--- src/rtl/axi4lite_req_arbiter_if.sv ---
// -----------------------------------------------------------------------------
// axi4lite_req_arbiter_if
//
// Bundles every bus signal of the two-requester AXI4-Lite command arbiter:
// the two requester command ports (req0_*, req1_*) and the master command
// port (m_*).
//
// Modports:
//   slave  - the arbiter's view: requester commands and master completion in,
//            requester accept/response and master start/address/data out.
//   master - the environment's view (requesters plus master), mirror image.
//
// Parameters:
//   ADDR_WIDTH - address width of requester and master address buses
//   DATA_WIDTH - width of write and read data buses
// -----------------------------------------------------------------------------
interface axi4lite_req_arbiter_if #(
    parameter int ADDR_WIDTH = 2,
    parameter int DATA_WIDTH = 8
);
    // Requester 0
    logic                  req0_valid;
    logic                  req0_write;
    logic [ADDR_WIDTH-1:0] req0_addr;
    logic [DATA_WIDTH-1:0] req0_wdata;
    logic                  req0_ready;
    logic                  req0_done;
    logic                  req0_err;
    logic [DATA_WIDTH-1:0] req0_rdata;

    // Requester 1
    logic                  req1_valid;
    logic                  req1_write;
    logic [ADDR_WIDTH-1:0] req1_addr;
    logic [DATA_WIDTH-1:0] req1_wdata;
    logic                  req1_ready;
    logic                  req1_done;
    logic                  req1_err;
    logic [DATA_WIDTH-1:0] req1_rdata;

    // Master command port
    logic                  m_start_write;
    logic                  m_start_read;
    logic [ADDR_WIDTH-1:0] m_write_addr;
    logic [DATA_WIDTH-1:0] m_write_data;
    logic [ADDR_WIDTH-1:0] m_read_addr;
    logic [DATA_WIDTH-1:0] m_read_data;
    logic                  m_done;

    modport slave (
        input  req0_valid, req0_write, req0_addr, req0_wdata,
        output req0_ready, req0_done, req0_err, req0_rdata,
        input  req1_valid, req1_write, req1_addr, req1_wdata,
        output req1_ready, req1_done, req1_err, req1_rdata,
        output m_start_write, m_start_read, m_write_addr, m_write_data, m_read_addr,
        input  m_read_data, m_done
    );

    modport master (
        output req0_valid, req0_write, req0_addr, req0_wdata,
        input  req0_ready, req0_done, req0_err, req0_rdata,
        output req1_valid, req1_write, req1_addr, req1_wdata,
        input  req1_ready, req1_done, req1_err, req1_rdata,
        input  m_start_write, m_start_read, m_write_addr, m_write_data, m_read_addr,
        output m_read_data, m_done
    );
endinterface

--- src/rtl/axi4lite_req_arbiter.sv ---
// -----------------------------------------------------------------------------
// axi4lite_req_arbiter
//
// Round-robin arbiter and sequencer placing two requesters in front of a single
// AXI4-Lite master command port. One transaction is in flight at a time: a
// request is accepted in IDLE, issued as a single start pulse in ISSUE, its
// completion (or watchdog expiry) awaited in WAIT, and reported back to the
// granted requester as a one-cycle done pulse in RESP.
//
// Ports:
//   clk   - rising-edge clock
//   rst_n - asynchronous active-low reset
//   bus   - axi4lite_req_arbiter_if.slave: req0_*/req1_* requester ports and
//           m_* master command port
//
// Parameters:
//   ADDR_WIDTH, DATA_WIDTH - bus widths, must match the interface instance
//   TIMEOUT                - WAIT cycles before forced error completion (1..255)
// -----------------------------------------------------------------------------
module axi4lite_req_arbiter #(
    parameter int ADDR_WIDTH = 2,
    parameter int DATA_WIDTH = 8,
    parameter int TIMEOUT    = 255
) (
    input  logic                        clk,
    input  logic                        rst_n,
    axi4lite_req_arbiter_if.slave       bus
);

    localparam logic [7:0] TIMEOUT_8 = 8'(TIMEOUT);

    typedef enum logic [1:0] {
        IDLE  = 2'd0,
        ISSUE = 2'd1,
        WAIT  = 2'd2,
        RESP  = 2'd3
    } state_t;

    state_t                state;
    state_t                state_next;
    logic                  start;

    logic                  last_grant;   // requester granted most recently
    logic                  grant_id;     // requester owning the transaction in flight
    logic                  cmd_write;
    logic                  err;
    logic [7:0]            wdog;
    logic [DATA_WIDTH-1:0] rdata0;
    logic [DATA_WIDTH-1:0] rdata1;
    logic [ADDR_WIDTH-1:0] waddr_q;
    logic [DATA_WIDTH-1:0] wdata_q;
    logic [ADDR_WIDTH-1:0] raddr_q;

    // ------------------------------------------------------------------
    // Arbitration: a lone requester wins; on a tie the one that was not
    // granted last time wins.
    // ------------------------------------------------------------------
    logic                  any_valid;
    logic                  grant_sel;
    logic                  accept;
    logic                  sel_write;
    logic [ADDR_WIDTH-1:0] sel_addr;
    logic [DATA_WIDTH-1:0] sel_wdata;
    logic                  wdog_hit;

    assign any_valid = bus.req0_valid | bus.req1_valid;
    assign grant_sel = (bus.req0_valid & bus.req1_valid) ? ~last_grant : bus.req1_valid;
    assign accept    = (state == IDLE) & any_valid;

    assign sel_write = grant_sel ? bus.req1_write : bus.req0_write;
    assign sel_addr  = grant_sel ? bus.req1_addr  : bus.req0_addr;
    assign sel_wdata = grant_sel ? bus.req1_wdata : bus.req0_wdata;

    // The count reaches TIMEOUT on this cycle's increment.
    assign wdog_hit  = (wdog + 8'd1) == TIMEOUT_8;

    // ------------------------------------------------------------------
    // FSM state register
    // ------------------------------------------------------------------
    // NOTE: sequential state uses non-blocking assignments so every register
    // samples the values present before the clock edge.
    always_ff @(posedge clk or negedge rst_n) begin
        if (!rst_n) begin
            state <= IDLE;
        end else begin
            state <= state_next;
        end
    end

    // ------------------------------------------------------------------
    // FSM next state and start strobe
    // ------------------------------------------------------------------
    // NOTE: every variable gets a default at the top, so no branch can leave
    // it unassigned and infer a latch.
    always_comb begin
        state_next = state;
        start      = 1'b0;
        unique case (state)
            IDLE: begin
                if (any_valid) state_next = ISSUE;
            end
            ISSUE: begin
                // A done level left over from the previous transaction must
                // drop before the next command is started.
                if (!bus.m_done) begin
                    start      = 1'b1;
                    state_next = WAIT;
                end
            end
            WAIT: begin
                if (bus.m_done || wdog_hit) state_next = RESP;
            end
            RESP: begin
                state_next = IDLE;
            end
            default: state_next = IDLE;
        endcase
    end

    // ------------------------------------------------------------------
    // Command capture, watchdog and response datapath
    // ------------------------------------------------------------------
    always_ff @(posedge clk or negedge rst_n) begin
        if (!rst_n) begin
            last_grant <= 1'b1;           // requester 0 wins the first tie
            grant_id   <= 1'b0;
            cmd_write  <= 1'b0;
            err        <= 1'b0;
            wdog       <= 8'd0;
            rdata0     <= '0;
            rdata1     <= '0;
            waddr_q    <= '0;
            wdata_q    <= '0;
            raddr_q    <= '0;
        end else begin
            if (accept) begin
                grant_id   <= grant_sel;
                last_grant <= grant_sel;
                cmd_write  <= sel_write;
                // The unused direction's buses are zeroed for the whole
                // transaction; they keep the values through the next IDLE.
                if (sel_write) begin
                    waddr_q <= sel_addr;
                    wdata_q <= sel_wdata;
                    raddr_q <= '0;
                end else begin
                    waddr_q <= '0;
                    wdata_q <= '0;
                    raddr_q <= sel_addr;
                end
            end

            if (start) begin
                wdog <= 8'd0;
            end

            if (state == WAIT) begin
                if (bus.m_done) begin
                    err <= 1'b0;
                    if (!cmd_write) begin
                        if (grant_id) rdata1 <= bus.m_read_data;
                        else          rdata0 <= bus.m_read_data;
                    end
                end else begin
                    wdog <= wdog + 8'd1;
                    if (wdog_hit) err <= 1'b1;
                end
            end
        end
    end

    // ------------------------------------------------------------------
    // Outputs
    // ------------------------------------------------------------------
    logic resp;
    assign resp = (state == RESP);

    assign bus.req0_ready    = (state == IDLE) & bus.req0_valid & ~grant_sel;
    assign bus.req1_ready    = (state == IDLE) & bus.req1_valid &  grant_sel;
    assign bus.req0_done     = resp & ~grant_id;
    assign bus.req1_done     = resp &  grant_id;
    assign bus.req0_err      = resp & ~grant_id & err;
    assign bus.req1_err      = resp &  grant_id & err;
    assign bus.req0_rdata    = rdata0;
    assign bus.req1_rdata    = rdata1;

    assign bus.m_start_write = start &  cmd_write;
    assign bus.m_start_read  = start & ~cmd_write;
    assign bus.m_write_addr  = waddr_q;
    assign bus.m_write_data  = wdata_q;
    assign bus.m_read_addr   = raddr_q;

endmodule

--- src/flat_wrapper.sv ---
// flat-port wrapper written by rule: the top's interface ports become plain ports
module axi4lite_req_arbiter_flat 
#(
    parameter int ADDR_WIDTH = 2,
    parameter int DATA_WIDTH = 8,
    parameter int TIMEOUT    = 255
)
  (clk, rst_n, bus_req0_valid, bus_req0_write, bus_req0_addr, bus_req0_wdata, bus_req0_ready, bus_req0_done, bus_req0_err, bus_req0_rdata, bus_req1_valid, bus_req1_write, bus_req1_addr, bus_req1_wdata, bus_req1_ready, bus_req1_done, bus_req1_err, bus_req1_rdata, bus_m_start_write, bus_m_start_read, bus_m_write_addr, bus_m_write_data, bus_m_read_addr, bus_m_read_data, bus_m_done);
  axi4lite_req_arbiter_if #(.ADDR_WIDTH(ADDR_WIDTH), .DATA_WIDTH(DATA_WIDTH)) bus_i ();
  input  logic clk;
  input  logic rst_n;
  input wire logic [$bits(bus_i.req0_valid)-1:0] bus_req0_valid;
  input wire logic [$bits(bus_i.req0_write)-1:0] bus_req0_write;
  input wire logic [$bits(bus_i.req0_addr)-1:0] bus_req0_addr;
  input wire logic [$bits(bus_i.req0_wdata)-1:0] bus_req0_wdata;
  output wire logic [$bits(bus_i.req0_ready)-1:0] bus_req0_ready;
  output wire logic [$bits(bus_i.req0_done)-1:0] bus_req0_done;
  output wire logic [$bits(bus_i.req0_err)-1:0] bus_req0_err;
  output wire logic [$bits(bus_i.req0_rdata)-1:0] bus_req0_rdata;
  input wire logic [$bits(bus_i.req1_valid)-1:0] bus_req1_valid;
  input wire logic [$bits(bus_i.req1_write)-1:0] bus_req1_write;
  input wire logic [$bits(bus_i.req1_addr)-1:0] bus_req1_addr;
  input wire logic [$bits(bus_i.req1_wdata)-1:0] bus_req1_wdata;
  output wire logic [$bits(bus_i.req1_ready)-1:0] bus_req1_ready;
  output wire logic [$bits(bus_i.req1_done)-1:0] bus_req1_done;
  output wire logic [$bits(bus_i.req1_err)-1:0] bus_req1_err;
  output wire logic [$bits(bus_i.req1_rdata)-1:0] bus_req1_rdata;
  output wire logic [$bits(bus_i.m_start_write)-1:0] bus_m_start_write;
  output wire logic [$bits(bus_i.m_start_read)-1:0] bus_m_start_read;
  output wire logic [$bits(bus_i.m_write_addr)-1:0] bus_m_write_addr;
  output wire logic [$bits(bus_i.m_write_data)-1:0] bus_m_write_data;
  output wire logic [$bits(bus_i.m_read_addr)-1:0] bus_m_read_addr;
  input wire logic [$bits(bus_i.m_read_data)-1:0] bus_m_read_data;
  input wire logic [$bits(bus_i.m_done)-1:0] bus_m_done;
  assign bus_i.req0_valid = bus_req0_valid;
  assign bus_i.req0_write = bus_req0_write;
  assign bus_i.req0_addr = bus_req0_addr;
  assign bus_i.req0_wdata = bus_req0_wdata;
  assign bus_req0_ready = bus_i.req0_ready;
  assign bus_req0_done = bus_i.req0_done;
  assign bus_req0_err = bus_i.req0_err;
  assign bus_req0_rdata = bus_i.req0_rdata;
  assign bus_i.req1_valid = bus_req1_valid;
  assign bus_i.req1_write = bus_req1_write;
  assign bus_i.req1_addr = bus_req1_addr;
  assign bus_i.req1_wdata = bus_req1_wdata;
  assign bus_req1_ready = bus_i.req1_ready;
  assign bus_req1_done = bus_i.req1_done;
  assign bus_req1_err = bus_i.req1_err;
  assign bus_req1_rdata = bus_i.req1_rdata;
  assign bus_m_start_write = bus_i.m_start_write;
  assign bus_m_start_read = bus_i.m_start_read;
  assign bus_m_write_addr = bus_i.m_write_addr;
  assign bus_m_write_data = bus_i.m_write_data;
  assign bus_m_read_addr = bus_i.m_read_addr;
  assign bus_i.m_read_data = bus_m_read_data;
  assign bus_i.m_done = bus_m_done;
  axi4lite_req_arbiter #(.ADDR_WIDTH(ADDR_WIDTH), .DATA_WIDTH(DATA_WIDTH), .TIMEOUT(TIMEOUT)) u_core (.clk(clk), .rst_n(rst_n), .bus(bus_i));
endmodule
--- config.mk ---
export PLATFORM = sky130hd
export DESIGN_NAME = axi4lite_req_arbiter_flat
export DESIGN_NICKNAME = d
export VERILOG_FILES = /design/src/rtl/axi4lite_req_arbiter_if.sv /design/src/rtl/axi4lite_req_arbiter.sv /design/src/flat_wrapper.sv
export SDC_FILE = /design/constraint.sdc
export NUM_CORES = 1
export LEC_CHECK = 0
export ABC_AREA = 1
export BUFFER_PORTS_ARGS = -buffer_cell sky130_fd_sc_hd__buf_2
export CAP_MARGIN = 20
export CORE_MARGIN = 8
export CORE_UTILIZATION = 45
export CTS_CLUSTER_SIZE = 16
export DETAILED_ROUTE_END_ITERATION = 8
export GPL_ROUTABILITY_DRIVEN = 0
export PLACE_DENSITY = 0.76
export SLEW_MARGIN = 20
export SYNTH_ARGS = -nofsm -noshare
export SYNTH_HDL_FRONTEND = slang
export SYNTH_SLANG_ARGS = --single-unit
--- constraint.sdc ---
create_clock -name clk -period 1.55 [get_ports clk]
set_clock_uncertainty 0.1 [all_clocks]
set_input_delay 0.2325 -clock clk [delete_from_list [all_inputs] [get_ports clk]]
set_output_delay 0.2325 -clock clk [all_outputs]
set_load 0.01 [all_outputs]
==> results.md <==
- Pin count of the biggest net entering global routing: 29
- Clk buf depth: 2
- Avg Inst Size Synth: 8.82 um2
- Relative slew slack: 74.9%
- Post-Syn Nets: 275
- Placed insts: approximately 370
- Period utilization: 106%
- Synth area leaders: dfrtp_1, o21ai_0, nand2_1
- Worst Max-Slew Pin Slew: 0.377 ns
- Primary FF master, synth: dfrtp_1
- DPL Wire Length: 3950 um
- Syn. warnings: 0
- Lkg Pwr: 0.00154 uW
- Ports: 71
- PortBufs: 70
- Synth area leader: dfrtp_1
- Vias in the first global route: 2021
- Via count: 1938
- Total GRT Usage: between 10% and 20%
- Instance count of the mapped netlist: 234
- Initial antenna violation count: 0
- Die height: 83.7 um
- Final-stage net count: ~370
- Diode count: 0
- TritonRoute pass-1 iters: 5
- Place WS: -0.0543 ns
- Row count: 24
- Final Hold Vio Count: 0
- Clock-pin slew on the worst setup and hold paths: roughly 0.08 ns
- Area growth syn-to-layout: 45.5%
- Most frequent cell after synthesis: nand2_1
- GR Overflow Total: 0
- Root buffer cell: clkbuf_8
- Starting Density: 47.1%
- Worst Hold Class: primary input to register
- FFs w/ async S/R, synth: 100%
- Total Neg Setup Slack: -0.688 ns
- Synth Cell Area: just over 2000 um2
- Cell variety after synth: 25
- Worst-Skew Late Latency: about 0.3 ns
- CTS Sinks: 42
- Post-synth EDFFs: 0
- DR vias/cell: 5.05
- DR WL/cell: 14.7 um
- DR iter-0 viols: 94
- Final WL: 5640 um
- Die Wd: between 80 and 90 um
- Final cell count without fillers: 384
- Maximum VDD drop: 0.930 mV
- Fin worst setup slack: -0.0883 ns
- Core area: 4380 um2
- Failing checks: setup timing
- CP Max Fanout: 2
- First-pass GRT wire length: 8950 um
- Crit path kind: register to primary output
- Worst setup SP type: register
- RSZ-0062 raised after global routing: true
- Final setup viols: 20
- Htree depth: 2
- Achievable Freq: 0.610 GHz
- Required time of the worst setup path: between 1 and 1.5 ns
- Synth Register Bits: 42
- Max-Cap Viols: 0
- CTS buffer count: 5
- Most frequent cells after synthesis: nand2_1, dfrtp_1, o21ai_0
- Die area: 7010 um2
- CTS tree: built
- Final ANT Viol Nets: 0
- Post-layout minimum cycle time: 1.64 ns
- Power density over the cells: 1760 nW/um2
- Slew Viols, Final: 0
- CP endpoint kind: primary output
- Status: finished, violations left
- Yosys top cell area share: 49.7%
- Layout cell share with drive strength beyond 1: 46.1%
- DRC: 0
- Crit path DAT: 1.31 ns
- Sequential area share after synthesis: 51.0%
==> placed cells by master, fill, tap and decap left out, types with 2 or more instances in the layout <==
| cell | n |
|---|---|
| a21oi_1 | 2 |
| buf_12 | 3 |
| buf_2 | 69 |
| buf_4 | 13 |
| buf_6 | 8 |
| clkbuf_8 | 5 |
| dfrtp_1 | 40 |
| ha_4 | 5 |
| inv_1 | 21 |
| inv_2 | 9 |
| inv_4 | 2 |
| mux2i_1 | 9 |
| nand2_1 | 35 |
| nand2_2 | 11 |
| nand2_4 | 4 |
| nand3_1 | 7 |
| nand3_4 | 3 |
| nand4_1 | 2 |
| nor2_1 | 6 |
| nor2_2 | 5 |
| nor2_4 | 4 |
| o21ai_0 | 26 |
| o21ai_1 | 23 |
| o22ai_1 | 2 |
| o22ai_2 | 2 |
| or2_1 | 2 |
==> flip-flops by register name (all words and copies together) (netlist names) <==
name	flops
u_core.bus.m_read_addr	2
u_core.bus.m_write_addr	2
u_core.bus.m_write_data	8
u_core.bus.req0_rdata	8
u_core.bus.req1_rdata	8
u_core.cmd_write	1
u_core.err	1
u_core.grant_id	1
u_core.last_grant	1
u_core.state	2
u_core.wdog	8
==> worst paths after layout <==
check	start	to	slack, ns	cells past startpoint
max in group asynchronous	rst_n	u_core.wdog[2]	0.59	3
min in group asynchronous	rst_n	u_core.bus.m_write_data[0]	0.28	2
setup reg to reg	u_core.last_grant	u_core.bus.m_write_data[3]	-0.04	7
hold reg to reg	u_core.last_grant	u_core.last_grant	0.39	2
setup / recovery	u_core.state[1]	bus_req0_ready	-0.09	6
hold / removal	bus_m_read_data[5]	u_core.bus.req1_rdata[5]	0.07	3
==> stage by stage <==
| step | utilization (%) | area [um2] | hold slack [ns] | power, uW |
|---|---|---|---|---|
| after global routing | 68.5 | 3000 | 0.0773 | 5700 |
| final | 68.5 | 3000 | 0.0725 | 5290 |
| after CTS | 65.5 | 2870 | 0.0723 | 5050 |
| after detailed placement | 59.3 | 2600 | 0.0696 | 3990 |
| after floorplan | - | 2060 | -0.163 | 3050 |
| after global placement | 59.3 | 2600 | 0.0643 | 3910 |
==> final cells by class <==
class | count | area (um2)
sequential | 42 | 1050
inverter | 32 | 125
multi-input combinational | 154 | 1030
fill | 321 | 1380
timing repair buffer | 96 | 643
clock inverter | 2 | 13.8
tap | 52 | 65.1
clock buffer | 6 | 72.6
==> power by group <==
group | leakage [uW] | switching [uW] | internal (uW) | total, uW
Combinational | 0.000953 | 1470 | 1200 | 2680
Clock | 0.0000452 | 382 | 318 | 700
Sequential | 0.000537 | 341 | 1580 | 1920
==> logic make-up (layout without fill, tap and decap cells) <==
kind of cell	after synthesis	count (layout)	synth area share, %
AO/OA/AOI/OAI	57	57	14.3
buffers and inverters	38	136	7.34
AND/OR/NAND/NOR	81	81	18.9
flip-flops	42	42	51.0
adder cells (fa/ha/maj)	6	6	3.64
multiplexers	10	10	4.85
==> routing by layer <==
metal  vias up  track usage (%)  part of all wire, %
met5         -                0                    0
met4         0             4.55                  1.1
met3         9             5.76                  6.4
met2        61             26.5                   51
met1       906             16.6                   41
li1        962                -                    -
==> critical path: stages (launching register included) <==
cell     delay, ns
dfrtp_1       0.41
inv_2         0.10
ha_4          0.16
buf_6         0.10
nand2_2       0.04
nor2_1        0.08
buf_2         0.13
==> timing repair <==
item | in CTS | in global routing
buffers inserted | 6 | 1
resized for setup | 45 | 29
pin swaps | 15 | 11
gates cloned | 0 | 2
hold endpoints to repair | 13 | 0
setup endpoints to repair | 16 | 43
hold buffers | 1 | 0
(Power assumes the default switching activity.)
